`src/rtl/mips150_mem_arbiter_pkg.sv`:
```
// Shared definitions for the MIPS150 memory arbiter: FSM states, MemWrite
// store codes and grant identifiers.
package mips150_mem_arbiter_pkg;

  // Arbiter FSM states
  typedef enum logic [1:0] {
    IDLE  = 2'd0,
    IBUSY = 2'd1,
    DBUSY = 2'd2,
    RESP  = 2'd3
  } arb_state_e;

  // Which requester owns (or last owned) the memory port
  typedef enum logic {
    GNT_I = 1'b0,
    GNT_D = 1'b1
  } grant_e;

  // MemWrite encoding coming from the core's memory stage
  localparam logic [1:0] MW_LOAD = 2'b00;
  localparam logic [1:0] MW_BYTE = 2'b01;
  localparam logic [1:0] MW_HALF = 2'b10;
  localparam logic [1:0] MW_WORD = 2'b11;

  // Any non-load code writes memory
  function automatic logic is_store(input logic [1:0] we);
    return we != MW_LOAD;
  endfunction

endpackage

```
`src/rtl/mips150_mem_arbiter_lane_gen.sv`:
```
// Byte-lane generator: turns a MemWrite code, the low address bits and
// right-justified store data into byte enables, lane-replicated write data
// and an alignment fault flag. Purely combinational.
module mips150_mem_arbiter_lane_gen
  import mips150_mem_arbiter_pkg::*;
(
  input  logic [1:0]  we_i,
  input  logic [1:0]  addr_lo_i,
  input  logic [31:0] wdata_i,
  output logic [3:0]  be_o,
  output logic [31:0] wdata_o,
  output logic        misaligned_o
);

  // Byte enables and alignment check; loads read the whole word
  always_comb begin
    be_o         = 4'b1111;
    misaligned_o = 1'b0;
    unique case (we_i)
      MW_BYTE: be_o = 4'b0001 << addr_lo_i;
      MW_HALF: begin
        be_o         = 4'b0011 << {addr_lo_i[1], 1'b0};
        misaligned_o = addr_lo_i[0];
      end
      MW_WORD: misaligned_o = (addr_lo_i != 2'b00);
      default: ;
    endcase
  end

  // Each lane picks the source byte so that whichever lanes are enabled
  // already hold the right data: bytes go everywhere, halves go to both
  // halves, words pass straight through.
  genvar gi;
  generate
    for (gi = 0; gi < 4; gi++) begin : g_lane
      assign wdata_o[8*gi +: 8] = (we_i == MW_BYTE) ? wdata_i[7:0] :
                                  (we_i == MW_HALF) ? wdata_i[8*(gi%2) +: 8] :
                                                      wdata_i[8*gi +: 8];
    end
  endgenerate

endmodule

```
`src/rtl/mips150_mem_arbiter.sv`:
```
// MIPS150 memory arbiter: shares one single-ported memory between the
// instruction fetch (I) and load/store (D) requesters, with req/ack
// sequencing, byte-lane generation, a bus timeout and a sticky error flag.
module mips150_mem_arbiter
  import mips150_mem_arbiter_pkg::*;
#(
  parameter int          ADDR_W   = 14,
  parameter int          TIMEOUT  = 255,
  parameter logic [31:0] ERR_DATA = 32'hDEADBEEF
) (
  input  logic              clk,
  input  logic              rst,
  // Fetch requester
  input  logic              i_req,
  input  logic [31:0]       i_addr,
  output logic [31:0]       i_rdata,
  output logic              i_valid,
  // Load/store requester
  input  logic              d_req,
  input  logic [1:0]        d_we,
  input  logic [31:0]       d_addr,
  input  logic [31:0]       d_wdata,
  output logic [31:0]       d_rdata,
  output logic              d_valid,
  // Pipeline status
  output logic              stall,
  output logic              bus_err,
  // Memory port
  output logic              mem_req,
  output logic              mem_we,
  output logic [3:0]        mem_be,
  output logic [ADDR_W-1:0] mem_addr,
  output logic [31:0]       mem_wdata,
  input  logic [31:0]       mem_rdata,
  input  logic              mem_ack
);

  // Value of the busy counter in the last BUSY cycle before giving up
  localparam logic [7:0] TMO_LAST = 8'(TIMEOUT - 1);

  arb_state_e        state_q;
  grant_e            last_grant_q;
  logic              mask_q;       // last_grant port is excluded this IDLE cycle
  logic [7:0]        cnt_q;
  logic              mem_req_q;
  logic              mem_we_q;
  logic [3:0]        mem_be_q;
  logic [ADDR_W-1:0] mem_addr_q;
  logic [31:0]       mem_wdata_q;
  logic [31:0]       i_rdata_q;
  logic [31:0]       d_rdata_q;
  logic              i_valid_q;
  logic              d_valid_q;
  logic              bus_err_q;

  logic              i_pend;
  logic              d_pend;
  logic              grant_any;
  logic              pick_dport;
  logic [3:0]        lane_be;
  logic [31:0]       lane_wdata;
  logic              lane_misaligned;
  logic              d_is_store;

  // Only the word-address slice of each byte address reaches memory
  logic              unused_addr_bits;
  assign unused_addr_bits = ^{i_addr[1:0], i_addr[31:ADDR_W+2], d_addr[31:ADDR_W+2]};

  mips150_mem_arbiter_lane_gen u_lane_gen (
    .we_i         (d_we),
    .addr_lo_i    (d_addr[1:0]),
    .wdata_i      (d_wdata),
    .be_o         (lane_be),
    .wdata_o      (lane_wdata),
    .misaligned_o (lane_misaligned)
  );

  assign d_is_store = is_store(d_we);

  // Arbitration: mask the port that just completed, alternate on contention
  always_comb begin
    i_pend     = i_req & ~(mask_q & (last_grant_q == GNT_I));
    d_pend     = d_req & ~(mask_q & (last_grant_q == GNT_D));
    grant_any  = i_pend | d_pend;
    pick_dport = d_pend;
    if (i_pend && d_pend) begin
      pick_dport = (last_grant_q == GNT_I);
    end
  end

  // Arbiter FSM with all outputs registered
  always_ff @(posedge clk) begin
    if (!rst) begin
      state_q      <= IDLE;
      last_grant_q <= GNT_I;
      mask_q       <= 1'b0;
      cnt_q        <= 8'd0;
      mem_req_q    <= 1'b0;
      mem_we_q     <= 1'b0;
      mem_be_q     <= 4'b0000;
      mem_addr_q   <= '0;
      mem_wdata_q  <= 32'd0;
      i_rdata_q    <= 32'd0;
      d_rdata_q    <= 32'd0;
      i_valid_q    <= 1'b0;
      d_valid_q    <= 1'b0;
      bus_err_q    <= 1'b0;
    end else begin
      i_valid_q <= 1'b0;
      d_valid_q <= 1'b0;
      mask_q    <= 1'b0;
      unique case (state_q)
        IDLE: begin
          if (grant_any) begin
            cnt_q <= 8'd0;
            if (pick_dport) begin
              last_grant_q <= GNT_D;
              if (lane_misaligned) begin
                // Faulting store never touches memory; answer immediately
                state_q   <= RESP;
                d_valid_q <= 1'b1;
                d_rdata_q <= 32'd0;
                bus_err_q <= 1'b1;
              end else begin
                state_q     <= DBUSY;
                mem_req_q   <= 1'b1;
                mem_we_q    <= d_is_store;
                mem_be_q    <= lane_be;
                mem_addr_q  <= d_addr[ADDR_W+1:2];
                mem_wdata_q <= lane_wdata;
              end
            end else begin
              last_grant_q <= GNT_I;
              state_q      <= IBUSY;
              mem_req_q    <= 1'b1;
              mem_we_q     <= 1'b0;
              mem_be_q     <= 4'b1111;
              mem_addr_q   <= i_addr[ADDR_W+1:2];
              mem_wdata_q  <= 32'd0;
            end
          end
        end
        IBUSY, DBUSY: begin
          if (mem_ack) begin
            // An ack in the timeout cycle still counts as success
            mem_req_q <= 1'b0;
            mem_we_q  <= 1'b0;
            state_q   <= RESP;
            if (state_q == IBUSY) begin
              i_rdata_q <= mem_rdata;
              i_valid_q <= 1'b1;
            end else begin
              d_rdata_q <= mem_rdata;
              d_valid_q <= 1'b1;
            end
          end else if (cnt_q == TMO_LAST) begin
            mem_req_q <= 1'b0;
            mem_we_q  <= 1'b0;
            bus_err_q <= 1'b1;
            state_q   <= RESP;
            if (state_q == IBUSY) begin
              i_rdata_q <= ERR_DATA;
              i_valid_q <= 1'b1;
            end else begin
              d_rdata_q <= ERR_DATA;
              d_valid_q <= 1'b1;
            end
          end else begin
            cnt_q <= cnt_q + 8'd1;
          end
        end
        RESP: begin
          // Requester may still hold req this cycle; keep it out of the next grant
          state_q <= IDLE;
          mask_q  <= 1'b1;
        end
        default: state_q <= IDLE;
      endcase
    end
  end

  assign i_rdata   = i_rdata_q;
  assign i_valid   = i_valid_q;
  assign d_rdata   = d_rdata_q;
  assign d_valid   = d_valid_q;
  assign bus_err   = bus_err_q;
  assign mem_req   = mem_req_q;
  assign mem_we    = mem_we_q;
  assign mem_be    = mem_be_q;
  assign mem_addr  = mem_addr_q;
  assign mem_wdata = mem_wdata_q;

  // Hold the pipeline while either requester is waiting for its completion
  assign stall = (i_req & ~i_valid_q) | (d_req & ~d_valid_q);

endmodule

```
`config.mk`:
```
export PLATFORM = sky130hd
export DESIGN_NAME = mips150_mem_arbiter
export DESIGN_NICKNAME = d
export VERILOG_FILES = /design/src/rtl/mips150_mem_arbiter_pkg.sv /design/src/rtl/mips150_mem_arbiter_lane_gen.sv /design/src/rtl/mips150_mem_arbiter.sv
export SDC_FILE = /design/constraint.sdc
export NUM_CORES = 1
export LEC_CHECK = 0
export ABC_AREA = 1
export CORE_MARGIN = 1
export CORE_UTILIZATION = 39
export DETAILED_ROUTE_END_ITERATION = 7
export PLACE_DENSITY = 0.77
export SLEW_MARGIN = 20
export SYNTH_ARGS = -nofsm -noshare
export SYNTH_HDL_FRONTEND = slang
export SYNTH_SLANG_ARGS = --single-unit
```
`constraint.sdc`:
```
create_clock -name clk -period 2.17 [get_ports clk]
set_clock_uncertainty 0.2 [all_clocks]
set_input_delay 0.651 -clock clk [delete_from_list [all_inputs] [get_ports clk]]
set_output_delay 0.651 -clock clk [all_outputs]
set_load 0.03 [all_outputs]
```
Word-level counts from Yosys, hierarchy flattened

Index checks and enable logic that the tools add are counted.

Logic and storage cells: 127
Bits in registers: 131
Latch bits: 0
Memories kept: 0
Bits in writable memories: 0
Input port bits: 135
Bits in read-only memories: 0
Output and inout port bits: 120

Shift operators: 2
Magnitude comparators: 0
Bitwise operators: 13
Div/mod/pow operators: 0
Reductions and logical operators: 16
Equality and inequality tests: 17
Multipliers: 0
Add/sub/neg operators: 1
Multiplexer cells: 64

Operators with widths:

| kind                                                 | count |
|---|---|
| 2-to-1 mux 32 bit                                    | 13 |
| 2-to-1 mux 8 bit                                     | 8 |
| case mux 32 bit (2 select lines)                     | 1 |
| 2-to-1 mux 14 bit                                    | 2 |
| 2-to-1 mux 1 bit                                     | 26 |
| inequality test 2 bit (second input constant)        | 8 |
| case mux 8 bit (2 select lines)                      | 1 |
| AND reduction 6 bit                                  | 2 |
| case mux 1 bit (2 select lines)                      | 5 |
| adder 8 x 1 -> 8 bit (second input constant)         | 1 |
| equality test 2 bit (second input constant)          | 4 |
| equality test 8 bit (second input constant)          | 1 |
| 2-to-1 mux 2 bit                                     | 4 |
| 2-to-1 mux 4 bit                                     | 2 |
| case mux 4 bit (2 select lines)                      | 1 |
| AND reduction 4 bit                                  | 2 |
| nonzero test 2 bit                                   | 4 |
| AND 1 bit                                            | 6 |
| inequality test 3 bit (second input constant)        | 2 |
| case mux 2 bit (3 select lines)                      | 1 |
| AND reduction 2 bit                                  | 3 |
| AND reduction 3 bit                                  | 2 |
| inverter 1 bit                                       | 5 |
| equality test 2 x 1 -> 1 bit (second input constant) | 2 |
| other kinds (6)                                      | 7 |

Longest topological paths before layout

Word-level depth: 9
Depth in mapped cells: 12
Depth with buffers taken out: 11

By module

A second synthesis with hierarchy kept.

Cell total of the unflattened synthesis: 903
Area total of the unflattened synthesis: 6117.1 µm²

By module, submodules not included:

| module                       | seq. area each (µm²) | instances | area each (µm²) | cells an instance |
|---|---|---|---|---|
| mips150_mem_arbiter          | 2622.5               | 1         | 5525.3          | 778 |
| mips150_mem_arbiter_lane_gen | 0.0                  | 1         | 591.8           | 125 |

Least setup slack after synthesis

Ideal clock, no wire load.

Path type: input to register
From: input port d_we[0]
To: register mem_wdata_q[22] (netlist: mem_wdata[22])
Library setup time: 0.128 ns
Cell stages on the path: 11
Setup slack: -0.029 ns
Data arrival time: 1.871 ns
Path buffers: 3
Data required time: 1.842 ns
Cells stage by stage: inv_1 -> ha_1 -> clkbuf_2 -> nand3_1 -> nand2_1 -> nand2_1 -> nand3_1 -> buf_4 -> buf_4 -> a22oi_1 -> nor2_1

Cells in the longest elaborated chain, start to end: 5
Elaborated cells between the ends (all ways): 10
Classes of those cells: eq/ne: 4; mux: 5; reduce/logical: 1

Ends and longest elaborated chain:

| item                                                        | line                       | source |
|---|---|---|
| start: declaration                                          | mips150_mem_arbiter.sv:20  | `input logic [1:0] d_we,` |
| branches (longest 5 deep; another with AND reduction 3 bit) | n/a                        |  |
| end signal: assignment                                      | mips150_mem_arbiter.sv:130 | `mem_wdata_q <= lane_wdata;` |
| end: declaration                                            | mips150_mem_arbiter.sv:49  | `logic [31:0] mem_wdata_q;` |

Parallel ways; which one is timed is not known. The select of a mux whose other input is x is not followed.
A chain may end at the register's enable or synchronous reset.

Worst setup path in the final report

From: input port d_req
To: output port stall

Cells in the longest elaborated chain, start to end: 2

Ends and longest elaborated chain:

| item               | line                       | source |
|---|---|---|
| start: declaration | mips150_mem_arbiter.sv:19  | `input logic d_req,` |
| AND 1 bit          | mips150_mem_arbiter.sv:194 | `assign stall = (i_req & ~i_valid_q) \| (d_req & ~d_valid_q);` |
| OR 1 bit           | mips150_mem_arbiter.sv:194 |  |
| end: declaration   | mips150_mem_arbiter.sv:26  | `output logic stall,` |

Every way passes these cells.

==> out/metrics.cfg <==
[detailed_routing]
drcViolationCount=0
routedWlPerCell_um=14.5
drtIter0Drc=533
viasPerCell=5.05
vias=6707
wl_met3_um=1590
maxUsedRoutingLayer=met4
wl_um=19300
drtPass1Iterations=6
routed-wl-met2_um=9230
antenna_left=0
met1_length_um=7960

[global_routing]
antenna_found_initial=0
grt_pass1_vias=6247
grt.total_usage=0.241
overflow=0
grt_pass1_wl_um=30700
grt_max_degree=55

[sta]
period_share=0.990
rsz0062_at_grt=true
drv_slew=0
tightest_slew_ps=414
final-setup-viol-count=0
fin_setup_tns_ps=0
finalHoldViolCount=0
fin_crit_ps=2150
relSlewSlack=0.725
max_freq_mhz=466

[worst_setup_path]
crit_arrival_ps=1300
path_buf_inv=3
critPathMaxFanout=3
crit_type=in2out
crit_required_ps=1320
critPathLaunchType=input port
endpoint_kind=output port
critPathSlowestCell=dlygate4sd2_1
cp_cell_sequence=dlygate4sd2_1, inv_1, o22ai_1, buf_4
cp_top_family=buffers and inverters
slowest_delay_ps=260

[power_and_ir_drop]
pwr-share-comb=0.493
powerDensity_mw_per_mm2=1350
swShare=0.422
p_seq_frac=0.261
p_clk_frac=0.246
internal_power_w=0.00734
total_power_w=0.0127
p_sw_w=0.00537
p_leak_nw=4.40
vdd_drop_max_mv=0.832

[cts]
clock_sinks=131
cts_buffer_depth=2
h-tree-depth=4
cts-root-buf=clkbuf_16
clk_pin_slew_ps=50
cts_tree=built
cts_buffers=17
postCtsHoldBufs=0
worst_skew_pair.late_latency_ps=410

[place]
io_buffers=220
dp.cells=1291
place_congestion=0.848
dpl.hpwl_um=13100

[yosys]
yosysWarnings=0
synth.largest_area_cell=dfxtp_1
synth.area.top_cells=dfxtp_1, nand2_1, nor2_1
synth_edf_count=0
synthDistinctLibCells=34
synth_flop_cell=dfxtp_1
synth_seq_cells=131
syn-num-nets=1010
syn-cell-area_mm2=0.00612
synth_most_common_cell=nand2_1
synth_common_cells=nand2_1, nor2_1, dfxtp_1
ys_seq_area_frac=0.429
async_flop_share=0
synthCells=865
synth_top_area_share=0.429
synth_area_per_cell_um2=7.07

[die]
die_y_um=127
rows=45
fp.coreArea_mm2=0.0153
die_w_um=127
start_util=0.401
die_area_mm2=0.0162
io_pins=255

[cells_and_area]
layout-drive-gt1-share=0.126
syn_to_final_growth_pct=53.9
instances_no_fill=1329
antenna_cells_inserted=0
nFillCells=1377
layout.nets=1250

[run_status]
status=finished clean

[job]
drv_cap=0

[hold_path]
hp-class=reg2reg

[stage by stage]
stage          utilization  setup slack [ps]  hold WS [ps]  area [µm²]
2_1_floorplan            -              12.3           261        6130
3_3_place_gp         0.574              -461           241        8760
3_5_place_dp         0.574              -544           251        8760
4_1_cts              0.616              16.2           256        9390
5_1_grt              0.617             -10.0           272        9420
6_report             0.617              22.3           255        9420
[tightest hold or removal path, delay by kind of cell, from the launching register on]
kind                   cells  cell delay, ps
flip-flops                 1             300
AO/OA/AOI/OAI              1              50
buffers and inverters      1              50
[timing repair]
| action | in CTS | in global routing |
|---|---|---|
| resized for setup | 137 | 7 |
| pin swaps | 3 | 1 |
| setup endpoints to repair | 198 | 37 |
| setup buffers | 2 | 1 |
| gates cloned | 3 | 0 |
[power by group through the flow]
| stage | clock network, W | registers (W) | logic [W] |
|---|---|---|---|
| 6_report | 0.00312 | 0.00332 | 0.00626 |
| 5_1_grt | 0.00326 | 0.00339 | 0.00679 |
| 4_1_cts | 0.00316 | 0.00332 | 0.00620 |
| 3_5_place_dp | 0 | 0.00339 | 0.00612 |
| 3_3_place_gp | 0 | 0.00337 | 0.00606 |
| 2_1_floorplan | 0 | 0.00444 | 0.00278 |
[layout by cell type (no fill, tap or decap), types with 22 or more instances in the layout]
cell	instances
a21oi_1	53
a22oi_1	24
buf_4	50
clkdlybuf4s50_1	94
dfxtp_1	130
dlygate4sd2_1	122
inv_1	22
nand2_1	235
nand3_1	56
nor2_1	133
o21ai_0	61
[area by class of cell]
type / instances / area [µm²] / share of cell area
Sequential cell: 131 / 2620 / 0.279
Clock inverter: 15 / 214 / 0.0227
Clock buffer: 17 / 425 / 0.0452
Tap cell: 211 / 264 / 0.0280
Multi-Input combinational cell: 643 / 3090 / 0.329
Timing Repair Buffer: 282 / 2680 / 0.285
Inverter: 30 / 113 / 0.0120
[flip-flops by register name, indices dropped and copies added (netlist names)]
| signal | count |
|---|---|
| d_rdata | 32 |
| i_rdata | 32 |
| mem_wdata | 32 |
| mem_addr | 14 |
| cnt_q | 8 |
| mem_be | 4 |
| state_q | 2 |
| bus_err | 1 |
| d_valid | 1 |
| i_valid | 1 |
| last_grant_q | 1 |
| mask_q | 1 |
| mem_req | 1 |
| mem_we | 1 |
[cells by family (layout without fill, tap and decap cells)]
group	Yosys count	count (layout)	synth area share
flops	131	131	0.429
buf+inv	91	344	0.0744
compound gates	158	158	0.148
fa+ha+maj	10	10	0.0204
xor+xnor	4	4	0.00573
simple gates	471	471	0.323
[path summary, 6_finish.rpt]
path / slack (ps) / depth (start not counted) / to / start
max reg2reg: 130 / 10 / d_rdata[5] / state_q[1]
max: 20 / 4 / stall / d_req
min reg2reg: 250 / 2 / bus_err / bus_err
min: 250 / 2 / bus_err / bus_err
[per-layer routing]
layer / vias to the layer above / global-route usage
li1: 3317 / -
met1: 3069 / 0.282
met2: 283 / 0.407
met3: 38 / 0.0737
met4: 0 / 0.106
met5: - / 0
Power figures use the tool's default switching activity.
